File: src/rtl/bus_arb_pkg.sv
// bus_arb_pkg: shared state encoding, sizing constants and grant helper for bus_arbiter_4
package bus_arb_pkg;

   localparam int NR_OF_REQUESTERS = 4;
   localparam int ID_WIDTH = 2;

   typedef enum logic [1:0] {
      IDLE  = 2'd0,
      GRANT = 2'd1,
      GAP   = 2'd2
   } state_t;

   function automatic logic [NR_OF_REQUESTERS-1:0] onehot(input logic [ID_WIDTH-1:0] id);
      return NR_OF_REQUESTERS'(1) << id;
   endfunction

endpackage

File: src/rtl/rr_priority_picker.sv
// rr_priority_picker: combinational round-robin winner search starting just after the last owner
module rr_priority_picker
   import bus_arb_pkg::*;
(
   input  logic [NR_OF_REQUESTERS-1:0] Request,
   input  logic [ID_WIDTH-1:0]         LastId,
   output logic [ID_WIDTH-1:0]         WinnerId,
   output logic                        WinnerValid
);

   // Scan from the farthest candidate (LastId itself) to the nearest (LastId+1); the nearest hit overrides
   always_comb begin
      WinnerId = LastId;
      WinnerValid = 1'b0;
      for (int k = NR_OF_REQUESTERS; k >= 1; k--) begin
         if (Request[LastId + ID_WIDTH'(k)]) begin
            WinnerId = LastId + ID_WIDTH'(k);
            WinnerValid = 1'b1;
         end
      end
   end

endmodule

File: src/rtl/bus_arbiter_4.sv
// bus_arbiter_4: 4-way round-robin bus arbiter with registered one-hot grant and 1-cycle turnaround gap; optional ownership timeout under ARB_TIMEOUT_EN
module bus_arbiter_4
   import bus_arb_pkg::*;
#(
   parameter int TIMEOUT_CYCLES = 16
) (
   input  logic                        GlobalClock,
   input  logic                        Reset,
   input  logic                        ClockEnable,
   input  logic [NR_OF_REQUESTERS-1:0] Request,
   output logic [NR_OF_REQUESTERS-1:0] Grant,
   output logic                        GrantValid,
   output logic [ID_WIDTH-1:0]         GrantId,
   output logic                        BusIdle,
   output logic                        Timeout
);

   state_t                      state, next_state;
   logic [NR_OF_REQUESTERS-1:0] grant_q, next_grant;
   logic [ID_WIDTH-1:0]         grant_id, next_id;
   logic [ID_WIDTH-1:0]         last_id, next_last;
   logic [ID_WIDTH-1:0]         winner_id;
   logic                        winner_valid;
   logic                        expire;

   if (TIMEOUT_CYCLES < 2 || TIMEOUT_CYCLES > 255) begin : g_bad_timeout
      $error("TIMEOUT_CYCLES must lie in 2..255");
   end

   rr_priority_picker u_picker (
      .Request     (Request),
      .LastId      (last_id),
      .WinnerId    (winner_id),
      .WinnerValid (winner_valid)
   );

`ifdef ARB_TIMEOUT_EN
   logic [7:0] hold_cnt;
   logic       timeout_q;

   assign expire  = (state == GRANT) && (hold_cnt == 8'(TIMEOUT_CYCLES - 1)) && Request[grant_id];
   assign Timeout = timeout_q;

   // Hold counter is zero outside GRANT so it starts clean on every entry; Timeout flags the revoking edge
   always_ff @(posedge GlobalClock or posedge Reset)
      if (Reset) begin
         hold_cnt  <= 8'd0;
         timeout_q <= 1'b0;
      end else if (ClockEnable) begin
         hold_cnt  <= (state == GRANT) ? hold_cnt + 8'd1 : 8'd0;
         timeout_q <= expire;
      end
`else
   assign expire  = 1'b0;
   assign Timeout = 1'b0;
`endif

   // Next state: hold the owner until it releases (or expires); IDLE and GAP both arbitrate from last_id
   always_comb begin
      next_state = state;
      next_grant = grant_q;
      next_id    = grant_id;
      next_last  = last_id;
      case (state)
         GRANT: begin
            if (!Request[grant_id] || expire) begin
               next_state = GAP;
               next_grant = '0;
               next_last  = grant_id;
            end
         end
         default: begin
            next_state = winner_valid ? GRANT : IDLE;
            next_grant = winner_valid ? onehot(winner_id) : '0;
            next_id    = winner_valid ? winner_id : grant_id;
         end
      endcase
   end

   // State, grant and rotation pointer registers; reset leaves requester 0 first in line
   always_ff @(posedge GlobalClock or posedge Reset)
      if (Reset) begin
         state    <= IDLE;
         grant_q  <= '0;
         grant_id <= '0;
         last_id  <= ID_WIDTH'(NR_OF_REQUESTERS - 1);
      end else if (ClockEnable) begin
         state    <= next_state;
         grant_q  <= next_grant;
         grant_id <= next_id;
         last_id  <= next_last;
      end

   assign Grant      = grant_q;
   assign GrantValid = |grant_q;
   assign GrantId    = grant_id;
   assign BusIdle    = ~(|Request) & ~GrantValid;

endmodule

File: config.mk
export PLATFORM = sky130hd
export DESIGN_NAME = bus_arbiter_4
export DESIGN_NICKNAME = d
export VERILOG_FILES = /design/src/rtl/bus_arb_pkg.sv /design/src/rtl/rr_priority_picker.sv /design/src/rtl/bus_arbiter_4.sv
export SDC_FILE = /design/constraint.sdc
export NUM_CORES = 1
export LEC_CHECK = 0
export ABC_AREA = 0
export CORE_AREA = 2 2 39 41
export DETAILED_ROUTE_END_ITERATION = 6
export DIE_AREA = 0 0 41 43
export DONT_BUFFER_PORTS = 1
export PLACE_DENSITY = 0.62
export SYNTH_ARGS = -nofsm -noshare
export SYNTH_HDL_FRONTEND = slang
export SYNTH_SLANG_ARGS = --single-unit
File: constraint.sdc
create_clock -name GlobalClock -period 3 [get_ports GlobalClock]
set_clock_uncertainty 0.1 [all_clocks]
set_input_delay 0.6 -clock GlobalClock [delete_from_list [all_inputs] [get_ports GlobalClock]]
set_output_delay 0.6 -clock GlobalClock [all_outputs]
set_load 0.01 [all_outputs]
==> results of run 1 <==
==> metrics by stage <==
step	worst slack, ns	power [mW]
after floorplan	0.972	0.458
after global placement	0.903	0.490
after detailed placement	0.910	0.493
after CTS	0.784	0.614
after global routing	0.735	0.654
final	0.796	0.611
==> path summary, 6_finish.rpt <==
check	start	endpoint	slack, ns	cells past startpoint
setup / recovery	Grant[2]	BusIdle	0.80	2
hold / removal	Reset	state[1]	0.09	1
setup reg to reg	GrantId[0]	last_id[1]	1.13	3
hold reg to reg	state[1]	state[1]	0.40	1
max in group asynchronous	Reset	last_id[0]	2.40	1
min in group GlobalClock	state[1]	state[1]	0.40	1
==> Yosys cell counts <==
cell type	number	area [um2]
dfrtp_1	8	200
inv_1	6	22.5
nand2b_1	4	25.0
nand2_1	3	11.3
nor2_1	3	11.3
a21o_1	2	15.0
a21oi_1	2	10.0
a32o_1	2	20.0
dfstp_2	2	52.6
mux2_2	2	22.5
o21ai_1	2	10.0
or4_1	2	15.0
a21o_2	1	8.76
a311oi_1	1	8.76
a31o_2	1	8.76
a31oi_1	1	6.26
and3_4	1	11.3
buf_4	1	7.51
buf_6	1	11.3
clkbuf_1	1	3.75
conb_1	1	3.75
mux2i_1	1	10.0
mux4_1	1	26.3
nand3b_1	1	7.51
nor3_1	1	5.00
nor3_2	1	10.0
o21ai_0	1	5.00
or2b_1	1	7.51
==> registers in the layout, indices dropped and copies added, names as in the netlist <==
register and cells:
state 2, Grant 4, GrantId 2, last_id 2
==> layer usage <==
metal | global-route usage | up-vias | share of wire
met5 | 0 | - | 0
met4 | 0.0533 | 0 | 0.021
met3 | 0.0366 | 2 | 0.026
met2 | 0.181 | 8 | 0.48
met1 | 0.180 | 194 | 0.47
li1 | - | 190 | -
==> final cells by class <==
type | instances | area, um2
Clock buffer | 4 | 36.3
Sequential cell | 10 | 253
Tap cell | 16 | 20.0
Multi-Input combinational cell | 35 | 259
Inverter | 6 | 22.5
Fill cell | 138 | 793
==> report_power, final <==
part	internal (mW)	switching [mW]	leakage, nW	total (mW)
registers	0.205	0.0824	0.122	0.287
clock network	0.0735	0.0473	0.0210	0.121
logic	0.103	0.101	0.129	0.203
==> cell usage in the layout, fill, tap and decap left out, drive strengths merged, types with 2 or more instances in the layout <==
cell    synthesis  routed
nand2b          4       4
dfrtp           8       8
mux2            2       2
a32o            2       2
clkbuf          1       4
o21ai           3       3
a21o            3       3
nor3            2       2
dfstp           2       2
a21oi           2       2
nor2            3       3
or4             2       2
inv             6       6
nand2           3       3
==> kinds of logic after synthesis <==
kind of cell / Yosys count
compound gates: 13
buf+inv: 9
flops: 10
mux: 4
other cells: 1
simple gates: 17
==> results.py, run 1 <==
metrics = {
    "status": {
        "status": "completed",
    },
    "route": {
        "num_vias": 394,
        "routed_via_density": 5.55,
        "wirelength_mm": 1.02,
        "detail_route.wl_per_cell_um": 14.3,
        "drt_iter0_drc": 5,
        "drc": 0,
        "drt_pre_antenna_iters": 4,
        "ant_nets": 0,
    },
    "timing": {
        "slew-limit-headroom": 0.577,
        "worst_pin_slew_ns": 0.630,
        "slew_violations": 0,
        "fin_crit_sh": 0.735,
        "finalHoldViolCount": 0,
        "fmax_mhz": 454,
        "rsz0062_at_grt": "false",
        "setup_viol": 0,
        "timing.hold.ws_ns": 0.0925,
        "fin_crit_ns": 2.20,
        "tns_ns": 0,
    },
    "global_routing": {
        "grt_overflow": 0,
        "grt_max_degree": 11,
        "grt_pass1_vias": 389,
        "track_usage": 0.129,
        "grt_pass1_wl_mm": 1.61,
        "antenna_found_initial": 0,
    },
    "yosys": {
        "synth_top_family_by_area": "simple AND/OR/NAND/NOR gates",
        "yosys-mux-area-fraction": 0.106,
        "ys_ff_latch": 10,
        "synth-compound-area-share": 0.166,
        "synth_xor_area_frac": 0,
        "syn_area_um2": 557,
        "synthesis.nets": 61,
        "ys_types": 28,
        "synthCells": 54,
        "yosysSeqAreaShare": 0.454,
        "synth-adder-area-share": 0,
        "synthSimpleGateAreaFrac": 0.187,
        "synth_warnings": 0,
        "avgSynthCellArea_um2": 10.3,
    },
    "setup_path": {
        "path_buf_inv": 0,
        "path_max_fanout": 3,
        "cp-start-kind": "flop",
        "cp_cell_sequence": "or4_1 > nor2_1",
        "slowest_stage": "or4_1",
        "path_class": "reg2out",
        "max_stage_delay_ns": 0.61,
        "cp-end-kind": "output port",
        "required_ns": 2.30,
        "critPathArrivalTime_ns": 1.50,
        "path_delay_family": "simple AND/OR/NAND/NOR gates",
    },
    "cells_and_area": {
        "finalNetCount": 63,
        "instances_no_fill": 71,
        "syn_to_final_growth_pct": 6.07,
        "antenna_cells": 0,
        "drive_gt1_frac": 0.218,
        "final_util": 0.427,
        "fin_area_um2": 591,
    },
    "placement": {
        "dpl_cell_area_um2": 554,
        "gp_congestion": 0.839,
        "dpl.hpwl_um": 768,
        "dp_cells": 67,
        "io_buffers": 0,
    },
    "clock_tree": {
        "h-tree-depth": 1,
        "cts-root-buf": "clkbuf_4",
        "cts_tree": "yes",
        "cts.path.max_buffers": 2,
        "cts_made_buffers": 3,
        "hold_buffers": 0,
        "insertion_delay_ns": 0.26,
        "cts.sinks": 10,
        "path_clk_slew_ns": 0.07,
        "cts_resized": 0,
        "cts_setup_buffers": 0,
    },
    "pwr": {
        "p_per_area_mw_per_mm2": 1040,
        "power.leakage_nw": 0.272,
        "max-vdd-ir-drop_mv": 0.305,
    },
    "floorplan": {
        "initial_core_util": 0.402,
        "fp.dieW_um": 41,
        "die_area_mm2": 0.00176,
        "boundaryPins": 16,
        "die_y_um": 43,
        "core_area_mm2": 0.00138,
        "rows": 14,
    },
    "hold_path": {
        "hold_path.class": "in2async",
    },
    "run": {
        "maxCapViolations": 0,
    },
}
Note: power is estimated with default switching activity, not from simulation.
==> run 2: changes to the inputs <==
==> constraint.sdc (replaced) <==
create_clock -name GlobalClock -period 2.2 [get_ports GlobalClock]
set_clock_uncertainty 0.1 [all_clocks]
set_input_delay 0.44 -clock GlobalClock [delete_from_list [all_inputs] [get_ports GlobalClock]]
set_output_delay 0.44 -clock GlobalClock [all_outputs]
set_load 0.01 [all_outputs]
==> run 2 against run 1 <==
Hold slack gained 0.22 ns; flip-flop and latch count is the same; sequential power grew 36%; critical path depth is the same; total power grew 39%; die area is the same.
==> results.py, run 2 (synthesized netlist as in run 1, its figures left out) <==
metrics = {
    "floorplan": {
        "boundaryPins": 16,
        "rows": 14,
        "die_area_mm2": 0.00176,
        "core_area_mm2": 0.00138,
        "die_y_um": 43,
        "fp.dieW_um": 41,
        "initial_core_util": 0.402,
    },
    "global_routing": {
        "grt_overflow": 0,
        "grt_pass1_wl_mm": 1.73,
        "grt_max_degree": 11,
        "antenna_found_initial": 0,
        "grt_pass1_vias": 387,
        "track_usage": 0.148,
    },
    "setup_path": {
        "critPathArrivalTime_ns": 1.53,
        "path_class": "reg2out",
        "startpoint": "Grant[2]",
        "cp-end-kind": "output port",
        "path_max_fanout": 3,
        "required_ns": 1.66,
        "regToRegStartpoint": "GrantId[0]",
        "cp-start-kind": "flop",
    },
    "status": {
        "status": "completed",
    },
    "clock_tree": {
        "h-tree-depth": 1,
        "cts_made_buffers": 3,
        "path_clk_slew_ns": 0.07,
        "cts.sinks": 10,
        "cts-root-buf": "clkbuf_4",
        "cts.path.max_buffers": 2,
        "insertion_delay_ns": 0.26,
        "cts_tree": "yes",
    },
    "route": {
        "drt_iter0_drc": 7,
        "wirelength_mm": 1.07,
        "ant_nets": 0,
        "drc": 0,
        "detail_route.wl_per_cell_um": 14.7,
        "num_vias": 411,
        "routed_via_density": 5.63,
        "drt_pre_antenna_iters": 4,
    },
    "cells_and_area": {
        "finalNetCount": 65,
        "fin_area_um2": 608,
        "final_cell_mix": "dfrtp_1, inv_1, nand2b_1",
        "largest_register_ffs": 4,
        "syn_to_final_growth_pct": 9.21,
        "antenna_cells": 0,
        "final_common_cell": "dfrtp_1",
        "drive_gt1_frac": 0.228,
        "final_util": 0.439,
    },
    "timing": {
        "fin_crit_ns": 2.07,
        "rsz0062_at_grt": "false",
        "tns_ns": 0,
        "timing.final.ws_setup_ns": 0.134,
        "setup_viol": 0,
        "fmax_mhz": 484,
        "finalHoldViolCount": 0,
        "slew_violations": 0,
        "fin_crit_sh": 0.939,
    },
    "pwr": {
        "power.leakage_nw": 0.281,
        "p_per_area_mw_per_mm2": 1400,
        "power_mw": 0.851,
        "max-vdd-ir-drop_mv": 0.582,
    },
    "placement": {
        "pre_cts_slack_ns": 0.333,
        "gp_congestion": 0.758,
        "dpl_cell_area_um2": 562,
        "io_buffers": 0,
    },
    "hold_path": {
        "hp-start": "ClockEnable",
        "hold_path.class": "in2reg",
    },
    "run": {
        "maxCapViolations": 0,
    },
}
[run 2: final timing paths]
| check | end | slack [ns] | depth (start not counted) |
|---|---|---|---|
| max in group asynchronous | last_id[1] | 1.19 | 2 |
| min in group asynchronous | Grant[2] | 0.50 | 2 |
| setup reg to reg | last_id[0] | 0.34 | 3 |
| hold reg to reg | state[1] | 0.40 | 1 |
| hold / removal | state[1] | 0.31 | 2 |
| setup / recovery | BusIdle | 0.13 | 2 |
[run 2: worst max-delay path: stages, from the launching register on]
cell	delay, ns
dfrtp_1	0.43
or4_1	0.62
nor2_1	0.22
[run 2: layout make-up]
cell class / count / area [um2]
Clock buffer: 4 / 36.3
Fill cell: 131 / 776
Inverter: 6 / 22.5
Multi-Input combinational cell: 35 / 259
Sequential cell: 10 / 253
Tap cell: 16 / 20.0
Timing Repair Buffer: 2 / 17.5
[run 2: report_power, final]
| group | switching, mW | total [mW] | leakage [nW] | internal (mW) |
|---|---|---|---|---|
| Clock | 0.0664 | 0.167 | 0.0210 | 0.100 |
| Combinational | 0.141 | 0.293 | 0.138 | 0.152 |
| Sequential | 0.112 | 0.391 | 0.122 | 0.279 |
| Total | 0.320 | 0.851 | 0.281 | 0.532 |
[run 2: metal layers]
layer / GRT usage / share of wire
met1: 0.189 / 0.46
met2: 0.213 / 0.47
met3: 0.0157 / 0.020
met4: 0.120 / 0.043
met5: 0 / 0
[run 2: through the flow]
stage,instances,hold slack (ns)
4_1_cts,73,0.303
6_report,73,0.311
3_5_place_dp,68,0.231
2_1_floorplan,54,0.179
3_3_place_gp,68,0.225
5_1_grt,73,0.328
[run 2: timing repair]
| item | 4_1_cts | 5_1_grt |
|---|---|---|
| gates resized for setup | 0 | 0 |
| hold buffers | 1 | 0 |
| setup buffers | 0 | 0 |
| endpoints found under the hold margin | 8 | 0 |
==> run 3: changes to the inputs <==
--- a/config.mk
+++ b/config.mk
@@ -6,11 +6,13 @@
 export NUM_CORES = 1
 export LEC_CHECK = 0
 export ABC_AREA = 0
+export CAP_MARGIN = 10
 export CORE_AREA = 2 2 39 41
 export DETAILED_ROUTE_END_ITERATION = 6
 export DIE_AREA = 0 0 41 43
 export DONT_BUFFER_PORTS = 1
 export PLACE_DENSITY = 0.62
+export SETUP_SLACK_MARGIN = 0.2
 export SYNTH_ARGS = -nofsm -noshare
 export SYNTH_HDL_FRONTEND = slang
 export SYNTH_SLANG_ARGS = --single-unit
==> run 3 against run 2 <==
Via count rose by 3.6%; total power rose by 3.1%; register-to-register slack barely moved; die area did not move; largest power group unchanged; flip-flop and latch count did not move; utilization rose by 0.81 points; worst setup slack improved by 0.11 ns; global-route usage did not move; highest routed layer unchanged.
==> results.py, run 3 (synthesized netlist as in run 1, its figures left out) <==
metrics = {
    "cells_and_area": {
        "largest_register_ffs": 4,
        "final_common_cell": "dfrtp_1",
        "finalNetCount": 65,
        "antenna_cells": 0,
        "syn_to_final_growth_pct": 11.2,
        "fin_area_um2": 619,
        "final_cell_mix": "dfrtp_1, inv_1, nand2b_1",
        "final_util": 0.448,
        "drive_gt1_frac": 0.263,
    },
    "global_routing": {
        "grt_pass1_vias": 397,
        "antenna_found_initial": 0,
        "track_usage": 0.148,
        "grt_overflow": 0,
        "grt_max_degree": 11,
        "grt_pass1_wl_mm": 1.74,
    },
    "pwr": {
        "power_mw": 0.878,
        "max-vdd-ir-drop_mv": 0.583,
        "power.leakage_nw": 0.281,
        "p_per_area_mw_per_mm2": 1420,
    },
    "floorplan": {
        "die_y_um": 43,
        "initial_core_util": 0.402,
        "core_area_mm2": 0.00138,
        "rows": 14,
        "fp.dieW_um": 41,
        "boundaryPins": 16,
        "die_area_mm2": 0.00176,
    },
    "timing": {
        "fmax_mhz": 511,
        "timing.final.ws_setup_ns": 0.243,
        "setup_viol": 0,
        "fin_crit_ns": 1.96,
        "tns_ns": 0,
        "finalHoldViolCount": 0,
        "slew_violations": 0,
        "fin_crit_sh": 0.889,
        "rsz0062_at_grt": "false",
    },
    "route": {
        "ant_nets": 0,
        "num_vias": 426,
        "drt_pre_antenna_iters": 4,
        "routed_via_density": 5.84,
        "detail_route.wl_per_cell_um": 14.8,
        "drc": 0,
        "drt_iter0_drc": 7,
        "wirelength_mm": 1.08,
    },
    "placement": {
        "gp_congestion": 0.758,
        "dpl_cell_area_um2": 562,
        "io_buffers": 0,
        "pre_cts_slack_ns": 0.333,
    },
    "hold_path": {
        "hold_path.class": "in2reg",
        "hp-start": "ClockEnable",
        "holdPathStages": 2,
        "holdPathEnd": "state[1]",
    },
    "setup_path": {
        "critPathArrivalTime_ns": 1.42,
        "required_ns": 1.66,
        "rrSetupSlack_ns": 0.34,
        "path_class": "reg2out",
        "cp-start-kind": "flop",
        "max_stage_delay_ns": 0.60,
        "path_max_fanout": 3,
        "slowest_stage": "or4_4",
        "regToRegStartpoint": "GrantId[0]",
        "cp-end-kind": "output port",
        "cp_cell_sequence": "or4_4 > nor2_4",
        "ff2ff_path_depth": 3,
        "rr_endpoint": "last_id[0]",
        "startpoint": "Grant[2]",
    },
    "clock_tree": {
        "cts_made_buffers": 3,
        "cts_tree": "yes",
        "cts.sinks": 10,
        "h-tree-depth": 1,
        "cts-root-buf": "clkbuf_4",
        "insertion_delay_ns": 0.26,
        "cts_setup_buffers": 0,
        "cts.path.max_buffers": 2,
        "path_clk_slew_ns": 0.07,
    },
    "run": {
        "maxCapViolations": 0,
    },
    "status": {
        "status": "completed",
    },
}
## run 3: cell counts in the layout (fill, tap and decap cells not counted)
No cell type changed its count.
## run 3: layout make-up
class                      count  area, um2
timing repair buffer           2       17.5
sequential                    10        253
tap                           16       20.0
inverter                       6       22.5
clock buffer                   4       36.3
multi-input combinational     35        270
fill                         129        764
## run 3: worst max path at each step
stage	to	slack (ns)	depth (start not counted)
finish	BusIdle	0.24	2
CTS	BusIdle	0.21	2
global route	BusIdle	0.21	2
floorplan	Grant[1]	0.42	5
detailed placement	last_id[0]	0.33	3
global placement	last_id[0]	0.35	3
## run 3: worst max-delay path, delay by kind of cell, from the launching register on
family / cells / cell delay, ns
and+or+nand+nor: 2 / 0.73
DFF: 1 / 0.43
## run 3: power breakdown
part	internal (mW)	total (mW)	switching, mW
Combinational	0.166	0.317	0.151
Sequential	0.279	0.394	0.115
Clock	0.100	0.166	0.0660
Total	0.545	0.878	0.332
## run 3: timing repair
item	4_1_cts	5_1_grt
setup endpoints to repair	1	1
hold endpoints to repair	8	0
resized for setup	2	1
hold buffers	1	0
## run 3: routing by layer
layer  global-route usage  share of wire
met5                    0              0
met4                0.120          0.029
met3               0.0157          0.025
met2                0.216           0.49
met1                0.186           0.45
## run 3: metrics by stage
stage,hold slack [ns],cells
2_1_floorplan,0.179,54
5_1_grt,0.328,73
3_5_place_dp,0.231,68
4_1_cts,0.303,73
6_report,0.311,73
3_3_place_gp,0.225,68
